--- src/rtl/gencon_pkg.sv ---
// Shared types and constants for the gen_con keypad calculator core.
// Holds the FSM state encoding, operator codes and sign-magnitude helpers.
package gencon_pkg;

  typedef enum logic [1:0] {
    ENTER_A = 2'b00,
    COMPUTE = 2'b01,
    DONE    = 2'b10,
    ENTER_B = 2'b11
  } state_e;

  localparam logic [2:0]  OP_NEG     = 3'b001;
  localparam logic [2:0]  OP_ADD     = 3'b010;
  localparam logic [2:0]  OP_SUB     = 3'b011;
  localparam logic [2:0]  OP_MUL     = 3'b100;
  localparam logic [14:0] MAX_MAG    = 15'd32767;
  localparam logic [3:0]  MULT_STEPS = 4'd15;

  // A zero magnitude never shows a sign, so -0 and +0 display identically.
  function automatic logic [15:0] to_sm(input logic sign, input logic [14:0] mag);
    return {sign & (mag != 15'd0), mag};
  endfunction

  function automatic logic is_arith_op(input logic [2:0] op);
    return (op == OP_ADD) || (op == OP_SUB) || (op == OP_MUL);
  endfunction

endpackage

--- src/rtl/gen_con_mult.sv ---
// Sequential 15x15 unsigned shift-add multiplier: one load cycle on start,
// then MULT_STEPS shift steps; done is high during the final step.
module gen_con_mult
  import gencon_pkg::*;
(
  input  logic        clk,
  input  logic        nRST,
  input  logic        start,
  input  logic [14:0] a,
  input  logic [14:0] b,
  output logic        busy,
  output logic        done,
  output logic [29:0] product
);

  logic [29:0] acc_q;
  logic [29:0] mcand_q;
  logic [14:0] mplier_q;
  logic [3:0]  cnt_q;
  logic        busy_q;

  always_ff @(posedge clk or negedge nRST) begin
    // NOTE: datapath registers are reset too, so an aborted multiply leaves no stale partial product.
    if (!nRST) begin
      acc_q    <= '0;
      mcand_q  <= '0;
      mplier_q <= '0;
      cnt_q    <= '0;
      busy_q   <= 1'b0;
    end else if (start) begin
      acc_q    <= '0;
      mcand_q  <= {15'd0, a};
      mplier_q <= b;
      cnt_q    <= MULT_STEPS;
      busy_q   <= 1'b1;
    end else if (busy_q) begin
      if (mplier_q[0]) acc_q <= acc_q + mcand_q;
      mcand_q  <= mcand_q << 1;
      mplier_q <= mplier_q >> 1;
      cnt_q    <= cnt_q - 4'd1;
      if (cnt_q == 4'd1) busy_q <= 1'b0;
    end
  end

  // Signalled during the last step so the caller can move on at the same edge
  // the final partial sum lands; product is valid from the following cycle.
  assign done    = busy_q && (cnt_q == 4'd1);
  assign busy    = busy_q;
  assign product = acc_q;

endmodule

--- src/rtl/gen_con.sv ---
// Control and datapath core of the 16-bit signed keypad calculator.
// Define GENCON_SATURATE_EN to clamp oversized results to 32767 instead of wrapping.
module gen_con
  import gencon_pkg::*;
(
  input  logic        clk,
  input  logic        nRST,
  input  logic [3:0]  keypad_input,
  input  logic        read_input,
  input  logic [2:0]  operator_input,
  input  logic        equal_input,
  output logic        complete,
  output logic [15:0] display_output,
  output logic        key_read
);

  state_e      current_state, next_state;
  logic        read_prev_q, equal_prev_q;
  logic [2:0]  op_prev_q;
  logic [14:0] mag_a_q, mag_a_d, mag_b_q, mag_b_d;
  logic        sign_a_q, sign_a_d, sign_b_q, sign_b_d;
  logic [2:0]  opcode_q, opcode_d;
  logic [15:0] display_q, display_d;
  logic        complete_q, complete_d;
  logic        key_read_q, key_read_d;

  logic        digit_evt, op_evt, eq_evt;
  logic        is_b, act_sign, digit_ok;
  logic [14:0] act_mag;
  logic [18:0] digit_acc;

  logic        mult_start, mult_busy, mult_done;
  logic [29:0] mult_product;

  logic [16:0] a_tc, b_tc, sum_tc, sum_abs;
  logic [29:0] res_wide;
  logic [14:0] res_mag;
  logic        res_sign;
  logic [15:0] result_sm;

  assign digit_evt = read_input & ~read_prev_q;
  assign op_evt    = (op_prev_q == 3'b000) && (operator_input != 3'b000);
  assign eq_evt    = equal_input & ~equal_prev_q;

  assign is_b      = (current_state == ENTER_B);
  assign act_mag   = is_b ? mag_b_q : mag_a_q;
  assign act_sign  = is_b ? sign_b_q : sign_a_q;
  assign digit_acc = ({4'd0, act_mag} * 19'd10) + {15'd0, keypad_input};
  assign digit_ok  = (keypad_input <= 4'd9) && (digit_acc <= {4'd0, MAX_MAG});

  assign mult_start = (current_state == COMPUTE) && (opcode_q == OP_MUL) && !mult_busy;

  gen_con_mult u_mult (
    .clk     (clk),
    .nRST    (nRST),
    .start   (mult_start),
    .a       (mag_a_q),
    .b       (mag_b_q),
    .busy    (mult_busy),
    .done    (mult_done),
    .product (mult_product)
  );

  // Operands are stable through COMPUTE and DONE, so the result is purely combinational.
  always_comb begin
    a_tc    = sign_a_q ? (17'd0 - {2'b00, mag_a_q}) : {2'b00, mag_a_q};
    b_tc    = sign_b_q ? (17'd0 - {2'b00, mag_b_q}) : {2'b00, mag_b_q};
    sum_tc  = (opcode_q == OP_SUB) ? (a_tc - b_tc) : (a_tc + b_tc);
    sum_abs = sum_tc[16] ? (17'd0 - sum_tc) : sum_tc;
    if (opcode_q == OP_MUL) begin
      res_wide = mult_product;
      res_sign = sign_a_q ^ sign_b_q;
    end else begin
      res_wide = {13'd0, sum_abs};
      res_sign = sum_tc[16];
    end
  end

`ifdef GENCON_SATURATE_EN
  assign res_mag = (|res_wide[29:15]) ? MAX_MAG : res_wide[14:0];
`else
  logic unused_res_hi;
  assign unused_res_hi = ^res_wide[29:15];
  assign res_mag       = res_wide[14:0];
`endif

  assign result_sm = to_sm(res_sign, res_mag);

  always_comb begin
    // NOTE: every signal driven here gets a default first, so no path can infer a latch.
    next_state = current_state;
    mag_a_d    = mag_a_q;
    mag_b_d    = mag_b_q;
    sign_a_d   = sign_a_q;
    sign_b_d   = sign_b_q;
    opcode_d   = opcode_q;
    display_d  = display_q;
    complete_d = 1'b0;
    key_read_d = 1'b0;

    case (current_state)
      ENTER_A, ENTER_B: begin
        // Priority digit > operator > equal; a lower event in the same cycle is dropped.
        if (digit_evt) begin
          if (digit_ok) begin
            if (is_b) mag_b_d = digit_acc[14:0];
            else      mag_a_d = digit_acc[14:0];
            key_read_d = 1'b1;
            display_d  = to_sm(act_sign, digit_acc[14:0]);
          end
        end else if (op_evt) begin
          if (operator_input == OP_NEG) begin
            if (is_b) sign_b_d = ~sign_b_q;
            else      sign_a_d = ~sign_a_q;
            display_d = to_sm(~act_sign, act_mag);
          end else if (!is_b && is_arith_op(operator_input)) begin
            opcode_d   = operator_input;
            next_state = ENTER_B;
            display_d  = to_sm(sign_b_q, mag_b_q);
          end
        end else if (eq_evt && is_b) begin
          next_state = COMPUTE;
        end
      end
      COMPUTE: begin
        if ((opcode_q != OP_MUL) || mult_done) next_state = DONE;
      end
      DONE: begin
        complete_d = 1'b1;
        display_d  = result_sm;
        mag_a_d    = '0;
        mag_b_d    = '0;
        sign_a_d   = 1'b0;
        sign_b_d   = 1'b0;
        opcode_d   = '0;
        next_state = ENTER_A;
      end
      default: next_state = ENTER_A;
    endcase
  end

  always_ff @(posedge clk or negedge nRST) begin
    if (!nRST) begin
      current_state <= ENTER_A;
      read_prev_q   <= 1'b0;
      op_prev_q     <= 3'b000;
      equal_prev_q  <= 1'b0;
      mag_a_q       <= '0;
      mag_b_q       <= '0;
      sign_a_q      <= 1'b0;
      sign_b_q      <= 1'b0;
      opcode_q      <= '0;
      display_q     <= '0;
      complete_q    <= 1'b0;
      key_read_q    <= 1'b0;
    end else begin
      // NOTE: non-blocking assignments make every register update from the same pre-edge values.
      current_state <= next_state;
      read_prev_q   <= read_input;
      op_prev_q     <= operator_input;
      equal_prev_q  <= equal_input;
      mag_a_q       <= mag_a_d;
      mag_b_q       <= mag_b_d;
      sign_a_q      <= sign_a_d;
      sign_b_q      <= sign_b_d;
      opcode_q      <= opcode_d;
      display_q     <= display_d;
      complete_q    <= complete_d;
      key_read_q    <= key_read_d;
    end
  end

  assign complete       = complete_q;
  assign display_output = display_q;
  assign key_read       = key_read_q;

endmodule

--- config.mk ---
export PLATFORM = sky130hd
export DESIGN_NAME = gen_con
export DESIGN_NICKNAME = d
export VERILOG_FILES = /design/src/rtl/gencon_pkg.sv /design/src/rtl/gen_con_mult.sv /design/src/rtl/gen_con.sv
export SDC_FILE = /design/constraint.sdc
export NUM_CORES = 1
export LEC_CHECK = 0
export ABC_AREA = 0
export ABC_CLOCK_PERIOD_IN_PS = 6200
export BUFFER_PORTS_ARGS = -buffer_cell sky130_fd_sc_hd__clkbuf_2
export CAP_MARGIN = 20
export CORE_AREA = 3 3 128 130
export CTS_CLUSTER_DIAMETER = 120
export DETAILED_ROUTE_END_ITERATION = 10
export DIE_AREA = 0 0 131 133
export PLACE_DENSITY_LB_ADDON = 0.1
export SYNTH_ARGS = -nofsm -noshare
export SYNTH_HDL_FRONTEND = slang
export SYNTH_SLANG_ARGS = --single-unit
--- constraint.sdc ---
create_clock -name clk -period 6.2 [get_ports clk]
set_input_delay 1.55 -clock clk [delete_from_list [all_inputs] [get_ports clk]]
set_output_delay 1.55 -clock clk [all_outputs]
set_load 0.02 [all_outputs]
---- Yosys cells after proc, flatten, opt, wreduce, memory -nomap -nowiden ----
Index checks and enable logic that the tools add are counted.
storage, ports and cells
  flip-flop bits (word level) ............. 140
  logic and storage cells ................. 158
  input port bits ......................... 11
operators by class
  multiply operators ...................... 1
  reduce and logical (&&, ||, !) cells .... 31
  bitwise logic cells ..................... 12
  order comparisons ....................... 2
  equality and inequality tests ........... 27
  add/sub/neg operators ................... 8
  mux-type cells .......................... 60
operator list
  cell                     count
  $mux W15                 11
  $mux W30                 5
  $mux W16                 5
  $pmux W15 S2             2
  $reduce_bool A15 Y1      4
  $mux W17                 3
  $pmux W16 S2             1
  $sub A1 B15 Y16 const A  2
  $add A30 B30 Y30         1
  $reduce_and A5 Y1        4
  $add A19 B4 Y19          1
  $le A19 B15 Y1 const B   1
  $mul A15 B3 Y18 const B  1
  $ne A2 B2 Y1 const B     9
  $ne A3 B3 Y1 const B     6
  $add A17 B17 Y17         1
  $mux W1                  17
  $sub A17 B17 Y17         1
  $sub A1 B15 Y15 const A  1
  $mux W2                  6
  $mux W3                  4
  $reduce_and A4 Y1        3
  $eq A3 B2 Y1 const B     3
  $mux W4                  2
  24 further kinds         47

---- Longest topological paths before layout ----
Gate-level depths: netlist of the first run.
  depth in word-level cells ............... 10
  gate-level depth with buffers ........... 25
  gate-level depth less buffers ........... 23

---- By module ----
Synthesis of the first run repeated with hierarchy kept, for this count alone.
unflattened totals
  cell total of the unflattened synthesis .. 1482
  area, all modules ....................... 12335.6 µm²
by module, submodules not included
  module        instances  seq. area each (µm²)  area each (µm²)  cells each
  gen_con       1          1501.4                7335.8           927
  gen_con_mult  1          2001.9                4999.8           555

---- Worst setup path after synthesis of the first run ----
No wires, ideal clock.
  path kind ............................... register -> register
  start ................................... register current_state[0]
  end ..................................... register display_q[10], in the netlist display_output[10]
  stages on the path, launching flop included .. 19
  arrival time ............................ 5552 ps
  setup slack ............................. 523 ps
  data required time ...................... 6075 ps
  setup time .............................. 125 ps
  path through ............................ dfrtp_1 ha_1 clkbuf_1 clkbuf_1 buf_1 mux2i_1 xor2_1 fa_1 a21o_1 a211o_1 a211oi_1 o21ai_0 xor2_1 and3_1 or2_2 a211o_1 a31oi_1 clkbuf_1 mux2_2
on the way
  longest elaborated chain between the ends .. 8
  elaborated cells between the ends (all ways) .. 21
  those cells by class .................... 1 x add/sub; 1 x mul; 1 x order compare; 5 x eq/ne; 6 x mux; 7 x reduce/logical
RTL lines
  element                             RTL line                       source
  start: declaration                  gen_con.sv:17                  state_e current_state, next_state;
  start signal: assignment            gen_con.sv:158                 current_state <= next_state;
  $eq A2 B2 Y1                        gen_con.sv:45, gen_con.sv:101
  $mux W15                            gen_con.sv:46                  assign act_mag = is_b ? mag_b_q : mag_a_q;
  $mul A15 B3 Y18                     gen_con.sv:48                  assign digit_acc = ({4'd0, act_mag} * 19'd10) + {15'd0, keypad_input};
  $add A19 B4 Y19                     gen_con.sv:48
  $le A19 B15 Y1                      gen_con.sv:49                  assign digit_ok = (keypad_input <= 4'd9) && (digit_acc <= {4'd0, MAX_MAG});
  $logic_and A1 B1 Y1                 gen_con.sv:49
  $ne A3 B3 Y1 (no source line)       --
  $reduce_and A4 Y1 (no source line)  --
  end signal: assignment              gen_con.sv:167                 display_q <= display_d;
  end: declaration                    gen_con.sv:23                  logic [15:0] display_q, display_d;
Several ways; a longest one is shown, not always the timed one. The select of a mux whose other input is x is not followed.
A chain may end at the register's enable or synchronous reset.

---- Worst setup path after layout of the first run ----
  start ................................... register mag_b_q[0]
  end ..................................... register display_q[15], in the netlist display_output[15]
on the way
  longest elaborated chain between the ends .. 10
  elaborated cells between the ends (all ways) .. 30
  those cells by class .................... 5 x add/sub; 1 x mul; 1 x order compare; 1 x eq/ne; 12 x mux; 4 x bitwise; 6 x reduce/logical
RTL lines
  element                                                                   RTL line        source
  start: declaration                                                        gen_con.sv:20   logic [14:0] mag_a_q, mag_a_d, mag_b_q, mag_b_d;
  start signal: assignment                                                  gen_con.sv:163  mag_b_q <= mag_b_d;
  parallel branches: the longest is 10 deep, another holds $add A19 B4 Y19  --
Parallel ways; which one is timed is not known. The select of a mux whose other input is x is not followed.

==> results of run 1 <==
## cells in the final DEF, fill, tap and decap left out, types with 36 or more instances in the layout
cell type / instances
nand2_1: 152
mux2i_1: 64
a21oi_1: 70
o21ai_0: 112
dfrtp_1: 109
nor3_1: 36
inv_1: 43
xnor2_1: 56
ha_1: 64
xor2_1: 46
buf_4: 36
nor2_1: 71
## timing repair
item,in CTS,in global routing
gates resized for setup,0,4
endpoints found under the setup margin,0,4
buffers inserted,0,0
## area by class of cell
cell class,count,area (µm²),share of cell area [%]
multi-input combinational,974,6623,62.88
tap,211,264.0,2.507
clock inverter,5,47.55,0.4515
timing repair buffer,64,425.4,4.039
sequential,110,2754,26.15
inverter,44,165.2,1.568
clock buffer,11,252.7,2.400
## kinds of logic after synthesis
kind of cell               count (synthesis)  synth area share (%)
and+or+nand+nor                          394                 19.40
AOI/OAI and AO/OA                        331                 21.22
buffers and inverters                    118                 4.827
DFF                                      110                 28.02
xor gates and xnor gates                 103                 9.373
muxes                                     78                 8.202
adders and majority gates                 68                 8.966
## sequential cells by signal (all words and copies together) (netlist names)
signal	count
u_mult.product	15
u_mult.cnt_q	4
sign_b_q	1
mag_a_q	15
read_prev_q	1
u_mult.mplier_q	15
complete	1
key_read	1
mag_b_q	15
sign_a_q	1
display_output	16
current_state	2
opcode_q	3
u_mult.busy	1
u_mult.mcand_q	15
equal_prev_q	1
op_prev_q	3
## metrics by stage
step	cells	hold slack (ns)	area, µm²	util [%]	setup slack [ns]
after floorplan	1202	0.4528	9824	-	0.5228
after global placement	1403	0.4602	10220	66.99	0.4484
after detailed placement	1403	0.4678	10220	66.99	0.4148
after CTS	1419	0.4898	10520	68.96	0.3907
after global routing	1419	0.5281	10530	69.02	0.01381
final	1419	0.4861	10530	69.02	0.5373
## worst paths after layout
path | from | end | slack, ns | depth (start not counted)
worst max-delay path | mag_b_q[0]$_DFFE_PN0P_ | display_output[15]$_DFFE_PN0P_ | 0.54 | 22
worst min-delay path | u_mult.mplier_q[5]$_DFFE_PN0P_ | u_mult.mplier_q[4]$_DFFE_PN0P_ | 0.49 | 2
worst max register to register | mag_b_q[0]$_DFFE_PN0P_ | display_output[15]$_DFFE_PN0P_ | 0.54 | 22
worst min register to register | u_mult.mplier_q[5]$_DFFE_PN0P_ | u_mult.mplier_q[4]$_DFFE_PN0P_ | 0.49 | 2
max in group asynchronous | nRST | equal_prev_q$_DFF_PN0_ | 3.75 | 2
min in group asynchronous | nRST | u_mult.product[8]$_DFFE_PN0P_ | 1.24 | 1
## metal layers
| layer | part of all wire (%) | GRT usage, % | vias to the layer above |
|---|---|---|---|
| met5 | 0 | 0 | - |
| met4 | 4.5 | 11.94 | 0 |
| met3 | 8.4 | 7.549 | 98 |
| met2 | 46 | 54.01 | 433 |
| met1 | 41 | 45.63 | 4263 |
| li1 | - | - | 4331 |
## tightest hold or removal path, cell delays in order, from the launching register on
cell and delay, ns:
dfrtp_1 0.34, nand2_1 0.05, o21ai_0 0.06
==> flow_summary.ini, run 1 <==
[status]
status = complete, no violations

[global_route]
grt_max_degree = 58
antenna_found_initial = 0
grt_overflow = 0
grt_pass1_vias = 8331
track_usage_pct = 34.07
grt_first_pass_wirelength_um = 46290

[yosys]
ys_warn_count = 0
synth_edf_count = 0
seq_area_frac_synth_pct = 28.02
synth_common_cells = 152 x nand2_1, 114 x o21ai_0, 110 x dfrtp_1
ys.flop_type = dfrtp_1
synthArstFlopShare_pct = 100.0
synth_cell_types = 70
yosys.area.top_type_share_pct = 28.02
synth_area_leaders = dfrtp_1 28%, ha_1 8.2%, mux2i_1 6.5%, o21ai_0 5.8%, nand2_1 5.8%
syn_inst = 1202
syn_area_per_cell_um2 = 8.173
synth_top_area_cell = dfrtp_1
syn_nets = 1281
yosysMostFrequentCell = nand2_1
ys_seq_elements = 110
synth_area_um2 = 9824

[timing]
hold_viol = 0
fmax_mhz = 176.6
tns_ns = 0
report.final.slew_viol_count = 0
worst_pin_slew_ns = 0.9229
period_needed_ns = 5.663
fin_crit_sh_pct = 91.33
slew_headroom_pct = 38.47
fin_skew_ns = 0.01052
rsz0062_at_grt = no
setup-violations-final = 0

[floorplanning]
rows = 45
die_x_um = 131
io_pins = 29
die_h_um = 133
initial_core_util_pct = 64.39
fp.dieArea_um2 = 17420
core_um2 = 15260

[cts]
ctsHoldBuffers = 0
clk_path_buf_depth = 2
htree_levels = 3
clock_sink_count = 110
clk_pin_slew_ns = 0.08
cts-buffers-inserted = 9
cts_tree = done
root_buffer = clkbuf_16
clk_latency_ns = 0.36

[setup_path]
arrival_ns = 5.90
crit_buf_inv = 2
worstSetupStartpointType = register
critPathRequiredTime_ns = 6.44
crit_path_max_fanout = 11
worst_setup_path_end_kind = register
cpPeakStageDelay_ns = 0.53
crit_family = compound AO/OA/AOI/OAI gates
cp_slowest_cell = o21ai_1
path_cells = inv_1 > ha_1 > or3b_2 > a211oi_1 > nand2_1 > nor2_1 > nand3_1 > o21ai_0 > xnor2_1 > ha_1 > a21oi_1 > o21ai_0 > o41ai_2 > o21ai_1 > buf_4 > nor3_1 > mux2i_1 > and3_1 > nand4_1 > nor4_1 > and4b_1 > a21oi_1
crit_type = register to register

[place]
dpl.hpwl_um = 22200
gp_congestion = 0.9725
portBuffers = 28

[layout]
antenna_cells = 0
syn2layout_area_growth_pct = 7.196
fin_nets = 1282
drive_above_1_share_pct = 10.02
fillers = 1292

[route]
avgRoutedWirePerCell_um = 20.65
drc = 0
vias_per_cell = 6.431
drtPass1Iterations = 8
ant_nets = 0
wirelength_um = 29310
vias = 9125
first_iter_violations = 1023

[hold_path]
hold_path.class = register to register

[run]
maxCapViolations = 0
Power of run 1 is not shown: default switching activity piles up to over one toggle a cycle in this logic, so the estimate is an artifact.
==> inputs of run 2 (changes only) <==
--- a/config.mk
+++ b/config.mk
@@ -13,7 +13,7 @@
 export CTS_CLUSTER_DIAMETER = 120
 export DETAILED_ROUTE_END_ITERATION = 10
 export DIE_AREA = 0 0 131 133
-export PLACE_DENSITY_LB_ADDON = 0.1
+export PLACE_DENSITY = 0.81
 export SYNTH_ARGS = -nofsm -noshare
 export SYNTH_HDL_FRONTEND = slang
 export SYNTH_SLANG_ARGS = --single-unit
==> flow_summary.ini, run 2 (synthesized netlist as in run 1, its figures left out) <==
[status]
status = complete, no violations

[setup_path]
arrival_ns = 6.08
worstSetupStartpointType = register
crit_type = register to register
crit_path_max_fanout = 11
critPathRequiredTime_ns = 6.46
worst_setup_path_end_kind = register

[floorplanning]
rows = 45
fp.dieArea_um2 = 17420
io_pins = 29
initial_core_util_pct = 64.39
die_h_um = 133
die_x_um = 131
core_um2 = 15260

[timing]
fin_crit_sh_pct = 94.00
report.final.slew_viol_count = 0
fin_skew_ns = 0.009239
tns_ns = 0
setup-violations-final = 0
hold_viol = 0
worst_pin_slew_ns = 1.188
rsz0062_at_grt = no
period_needed_ns = 5.828
fmax_mhz = 171.6
slew_headroom_pct = 20.78

[cts]
clock_sink_count = 110
clk_pin_slew_ns = 0.08
clk_path_buf_depth = 2
clk_latency_ns = 0.37
cts_resized = 0
cts_tree = done
root_buffer = clkbuf_16
ctsHoldBuffers = 0
htree_levels = 3
cts-buffers-inserted = 9
post-cts-setup-buffers = 0

[global_route]
grt_pass1_vias = 8266
grt_max_degree = 74
track_usage_pct = 32.74
grt_first_pass_wirelength_um = 44860
grt_overflow = 0
antenna_found_initial = 0

[layout]
largest_reg_flops = 16
final_common_cell = nand2_1
fin_nets = 1273
syn2layout_area_growth_pct = 6.279
antenna_cells = 0
final_cell_mix = 152 x nand2_1, 113 x o21ai_0, 109 x dfrtp_1, 71 x nor2_1, 70 x a21oi_1
drive_above_1_share_pct = 9.341

[route]
avgRoutedWirePerCell_um = 20.02
wirelength_um = 28230
first_iter_violations = 1202
vias = 9238
drc = 0
drtPass1Iterations = 6
vias_per_cell = 6.552
ant_nets = 0

[hold_path]
hold_path.class = register to register

[place]
gp_congestion = 1.047
dpl.hpwl_um = 20850
portBuffers = 28

[run]
maxCapViolations = 0
==> run 2: cell types whose count changed in the layout (fill, tap and decap cells not counted) <==
| cell | before | now |
|---|---|---|
| buf_4 | 36 | 28 |
| clkinv_4 | 0 | 2 |
| buf_12 | 1 | 0 |
| clkbuf_8 | 2 | 1 |
| clkinv_2 | 0 | 1 |
| clkinvlp_4 | 1 | 0 |
| inv_8 | 2 | 1 |
| o21ai_0 | 112 | 113 |
| o21ai_1 | 2 | 1 |
==> run 2: path summary, 6_finish.rpt <==
kind | start | end | cells past startpoint | slack (ns)
worst max-delay path | mag_b_q[1]$_DFFE_PN0P_ | display_output[15]$_DFFE_PN0P_ | 21 | 0.37
worst min-delay path | u_mult.mplier_q[7]$_DFFE_PN0P_ | u_mult.mplier_q[6]$_DFFE_PN0P_ | 2 | 0.49
worst max register to register | mag_b_q[1]$_DFFE_PN0P_ | display_output[15]$_DFFE_PN0P_ | 21 | 0.37
worst min register to register | u_mult.mplier_q[7]$_DFFE_PN0P_ | u_mult.mplier_q[6]$_DFFE_PN0P_ | 2 | 0.49
max in group asynchronous | nRST | current_state[1]$_DFFE_PN0P_ | 2 | 3.73
min in group asynchronous | nRST | u_mult.product[14]$_DFFE_PN0P_ | 1 | 1.28
==> run 2: stage by stage <==
step | hold WS, ns | instance area [µm²] | setup WS, ns | instances | util [%]
2_1_floorplan | 0.4528 | 9824 | 0.5228 | 1202 | -
3_3_place_gp | 0.4578 | 10140 | 0.3767 | 1394 | 66.47
3_5_place_dp | 0.4736 | 10140 | 0.3635 | 1394 | 66.47
4_1_cts | 0.4926 | 10430 | 0.3523 | 1410 | 68.37
5_1_grt | 0.5168 | 10440 | 0.02994 | 1410 | 68.43
6_report | 0.4901 | 10440 | 0.3722 | 1410 | 68.43
==> run 2: critical path, stage by stage, from the launching register on <==
cell and delay (ns):
dfrtp_1 0.52, inv_1 0.14, ha_1 0.31, or3b_2 0.46
a211oi_1 0.35, nand2_1 0.09, nor2_1 0.15, nor2_1 0.07
xor2_1 0.18, ha_1 0.35, or3b_2 0.21, nand3_1 0.06
a211oi_1 0.49, o2111ai_1 0.35, or4_1 0.54, nand3_1 0.12
mux2i_1 0.07, nor3_1 0.40, nand2_1 0.14, nor4b_1 0.42
and4b_1 0.25, a21oi_1 0.06
==> run 2: cell type report <==
class                           instances  area [µm²]
Clock inverter                          6       51.30
Inverter                               44       165.2
Clock buffer                           10       239.0
Multi-Input combinational cell        974        6623
Sequential cell                       110        2754
Fill cell                            1245        4817
Timing Repair Buffer                   55       345.3
Tap cell                              211       264.0
==> run 2: per-layer routing <==
metal	part of all wire [%]	GRT usage [%]
met4	4.8	14.63
met3	8.1	3.553
met1	42	46.65
met2	45	49.89
met5	0	0
Power of run 2 is left out for the same reason.
==> inputs of run 3 (changes only) <==
--- a/config.mk
+++ b/config.mk
@@ -5,14 +5,14 @@
 export SDC_FILE = /design/constraint.sdc
 export NUM_CORES = 1
 export LEC_CHECK = 0
-export ABC_AREA = 0
-export ABC_CLOCK_PERIOD_IN_PS = 6200
+export ABC_AREA = 1
+export ABC_CLOCK_PERIOD_IN_PS = 5590
 export BUFFER_PORTS_ARGS = -buffer_cell sky130_fd_sc_hd__clkbuf_2
 export CAP_MARGIN = 20
-export CORE_AREA = 3 3 128 130
+export CORE_AREA = 3 3 127 129
 export CTS_CLUSTER_DIAMETER = 120
 export DETAILED_ROUTE_END_ITERATION = 10
-export DIE_AREA = 0 0 131 133
+export DIE_AREA = 0 0 130 132
 export PLACE_DENSITY = 0.81
 export SYNTH_ARGS = -nofsm -noshare
 export SYNTH_HDL_FRONTEND = slang
==> constraint.sdc (replaced) <==
create_clock -name clk -period 5.59 [get_ports clk]
set_input_delay 1.3975 -clock clk [delete_from_list [all_inputs] [get_ports clk]]
set_output_delay 1.3975 -clock clk [all_outputs]
set_load 0.02 [all_outputs]
==> flow_summary.ini, run 3 <==
[global_route]
track_usage_pct = 34.73
grt_pass1_vias = 9386
grt_overflow = 0
grt_max_degree = 74
grt_first_pass_wirelength_um = 47460
antenna_found_initial = 0

[place]
portBuffers = 28
gp_congestion = 1.026
dpl.hpwl_um = 22430

[yosys]
synthArstFlopShare_pct = 100.0
synth_area_um2 = 9681
synth_area_leaders = dfrtp_1 28%, nand2_1 17%, ha_1 8.3%, inv_1 6.9%, nand3_1 6.6%
ys_warn_count = 0
seq_area_frac_synth_pct = 28.43
syn_area_per_cell_um2 = 6.718
synth_edf_count = 0
syn_nets = 1520
yosysMostFrequentCell = nand2_1
syn_inst = 1441
synth_top_area_cell = dfrtp_1
synth_common_cells = 450 x nand2_1, 177 x inv_1, 127 x nand3_1
ys.flop_type = dfrtp_1
synth_cell_types = 54
ys_seq_elements = 110
yosys.area.top_type_share_pct = 28.43

[setup_path]
cp_slowest_cell = o21ai_0
arrival_ns = 5.26
crit_type = register to register
worst_setup_path_end_kind = register
r2r-end = mag_a_q[0]$_DFFE_PN0P_
critPathRequiredTime_ns = 5.83
cpPeakStageDelay_ns = 0.63
ff2ff_path_depth = 22
reg2reg_from = current_state[0]$_DFFE_PN0P_
worstSetupStartpointType = register
rrSetupSlack_ns = 0.57
endpoint = mag_a_q[0]$_DFFE_PN0P_
path_cells = ha_1 > o21ai_0 > inv_1 > ha_1 > ha_1 > fa_1 > nand3_1 > nand2_1 > a21oi_1 > o21ai_2 > xor2_2 > nand4_1 > nand3b_4 > nor2_2 > nand3_1 > a21oi_1 > nand4_1 > or2_4 > nand2_4 > nand2_4 > nand2_1 > nand2_1
crit_path_start = current_state[0]$_DFFE_PN0P_
crit_path_max_fanout = 32

[timing]
tns_ns = 0
setup-violations-final = 0
slew_headroom_pct = 27.64
worst_pin_slew_ns = 1.081
report.final.slew_viol_count = 0
hold_viol = 0
fin_crit_sh_pct = 89.72
rsz0062_at_grt = no
period_needed_ns = 5.016
fmax_mhz = 199.4
fin_skew_ns = 0.01062

[cts]
cts-buffers-inserted = 9
post-cts-setup-buffers = 0
root_buffer = clkbuf_16
htree_levels = 3
clk_latency_ns = 0.36
clock_sink_count = 110
clk_pin_slew_ns = 0.08
ctsHoldBuffers = 0
clk_path_buf_depth = 2
cts_tree = done

[floorplanning]
rows = 45
die_h_um = 132
io_pins = 29
fp.dieArea_um2 = 17160
core_um2 = 15150
initial_core_util_pct = 63.92
die_x_um = 130

[hold_path]
hold_path.class = register to register

[route]
ant_nets = 0
avgRoutedWirePerCell_um = 17.74
vias_per_cell = 6.021
drtPass1Iterations = 6
wirelength_um = 29140
drc = 0
vias = 9892
first_iter_violations = 1189

[layout]
drive_above_1_share_pct = 6.598
final_cell_mix = 450 x nand2_1, 177 x inv_1, 127 x nand3_1, 109 x dfrtp_1, 107 x nor2_1
final_common_cell = nand2_1
syn2layout_area_growth_pct = 6.101
fin_nets = 1529
largest_reg_flops = 16
antenna_cells = 0

[run]
maxCapViolations = 0

[status]
status = complete, no violations
-- run 3: layout make-up --
cell class              instances  area, µm²
clock buffers                   9      225.2
clock inverters                 7      107.6
fillers                      1386       4875
inverters                     187      701.9
multi-input cells            1101       6007
flip-flops and latches        110       2754
well taps                     188      235.2
repair buffers                 41      240.2
-- run 3: repair_timing --
action                     CTS  global route
setup endpoints to repair    0             1
resized for setup            0             2
hold endpoints to repair     0             0
-- run 3: worst min path at each step --
stage,slack [ns],from,endpoint,depth (start not counted)
2_1_floorplan,0.45,opcode_q[2]$_DFFE_PN0P_,opcode_q[2]$_DFFE_PN0P_,2
3_3_place_gp,0.46,display_output[8]$_DFFE_PN0P_,display_output[8]$_DFFE_PN0P_,2
3_5_place_dp,0.47,display_output[12]$_DFFE_PN0P_,display_output[12]$_DFFE_PN0P_,2
4_1_cts,0.49,display_output[12]$_DFFE_PN0P_,display_output[12]$_DFFE_PN0P_,2
5_1_grt,0.50,display_output[9]$_DFFE_PN0P_,display_output[9]$_DFFE_PN0P_,2
6_report,0.48,display_output[2]$_DFFE_PN0P_,display_output[2]$_DFFE_PN0P_,2
-- run 3: metrics by stage --
step,std cells,setup slack (ns),hold WS [ns],instance area [µm²],util (%)
5_1_grt,1643,0.04387,0.4979,10270,67.82
6_report,1643,0.5744,0.4825,10270,67.82
2_1_floorplan,1441,1.177,0.4530,9681,-
3_5_place_dp,1626,0.6668,0.4680,9925,65.53
4_1_cts,1642,0.6080,0.4887,10260,67.72
3_3_place_gp,1626,0.7413,0.4632,9925,65.53
-- run 3: cells by family (layout without fill, tap and decap cells) --
family                   count (synthesis)  count (layout)  synth area share, %
AND/OR/NAND/NOR                        747             747                32.47
buffers and inverters                  230             244                9.564
AO/OA/AOI/OAI                          217             217                13.96
flip-flops                             110             110                28.43
XOR/XNOR                                69              69                6.475
adder cells (fa/ha/maj)                 68              68                9.099
-- run 3: worst max-delay path, delay by kind of cell (launching register included) --
kind	cells	cell delay [ns]
AO/OA/AOI/OAI	4	1.06
buffers and inverters	1	0.11
adder cells (fa/ha/maj)	4	1.28
flip-flops	1	0.43
XOR/XNOR	1	0.21
AND/OR/NAND/NOR	12	1.80
-- run 3: routing by layer --
metal  GRT usage, %  share of wire (%)  vias up
met2          54.38                 45      532
met3          6.929                8.8      122
met4          15.70                5.4        0
met1          46.38                 41     4520
met5              0                  0        -
li1               -                  -     4718
Power of run 3 is left out for the same reason.
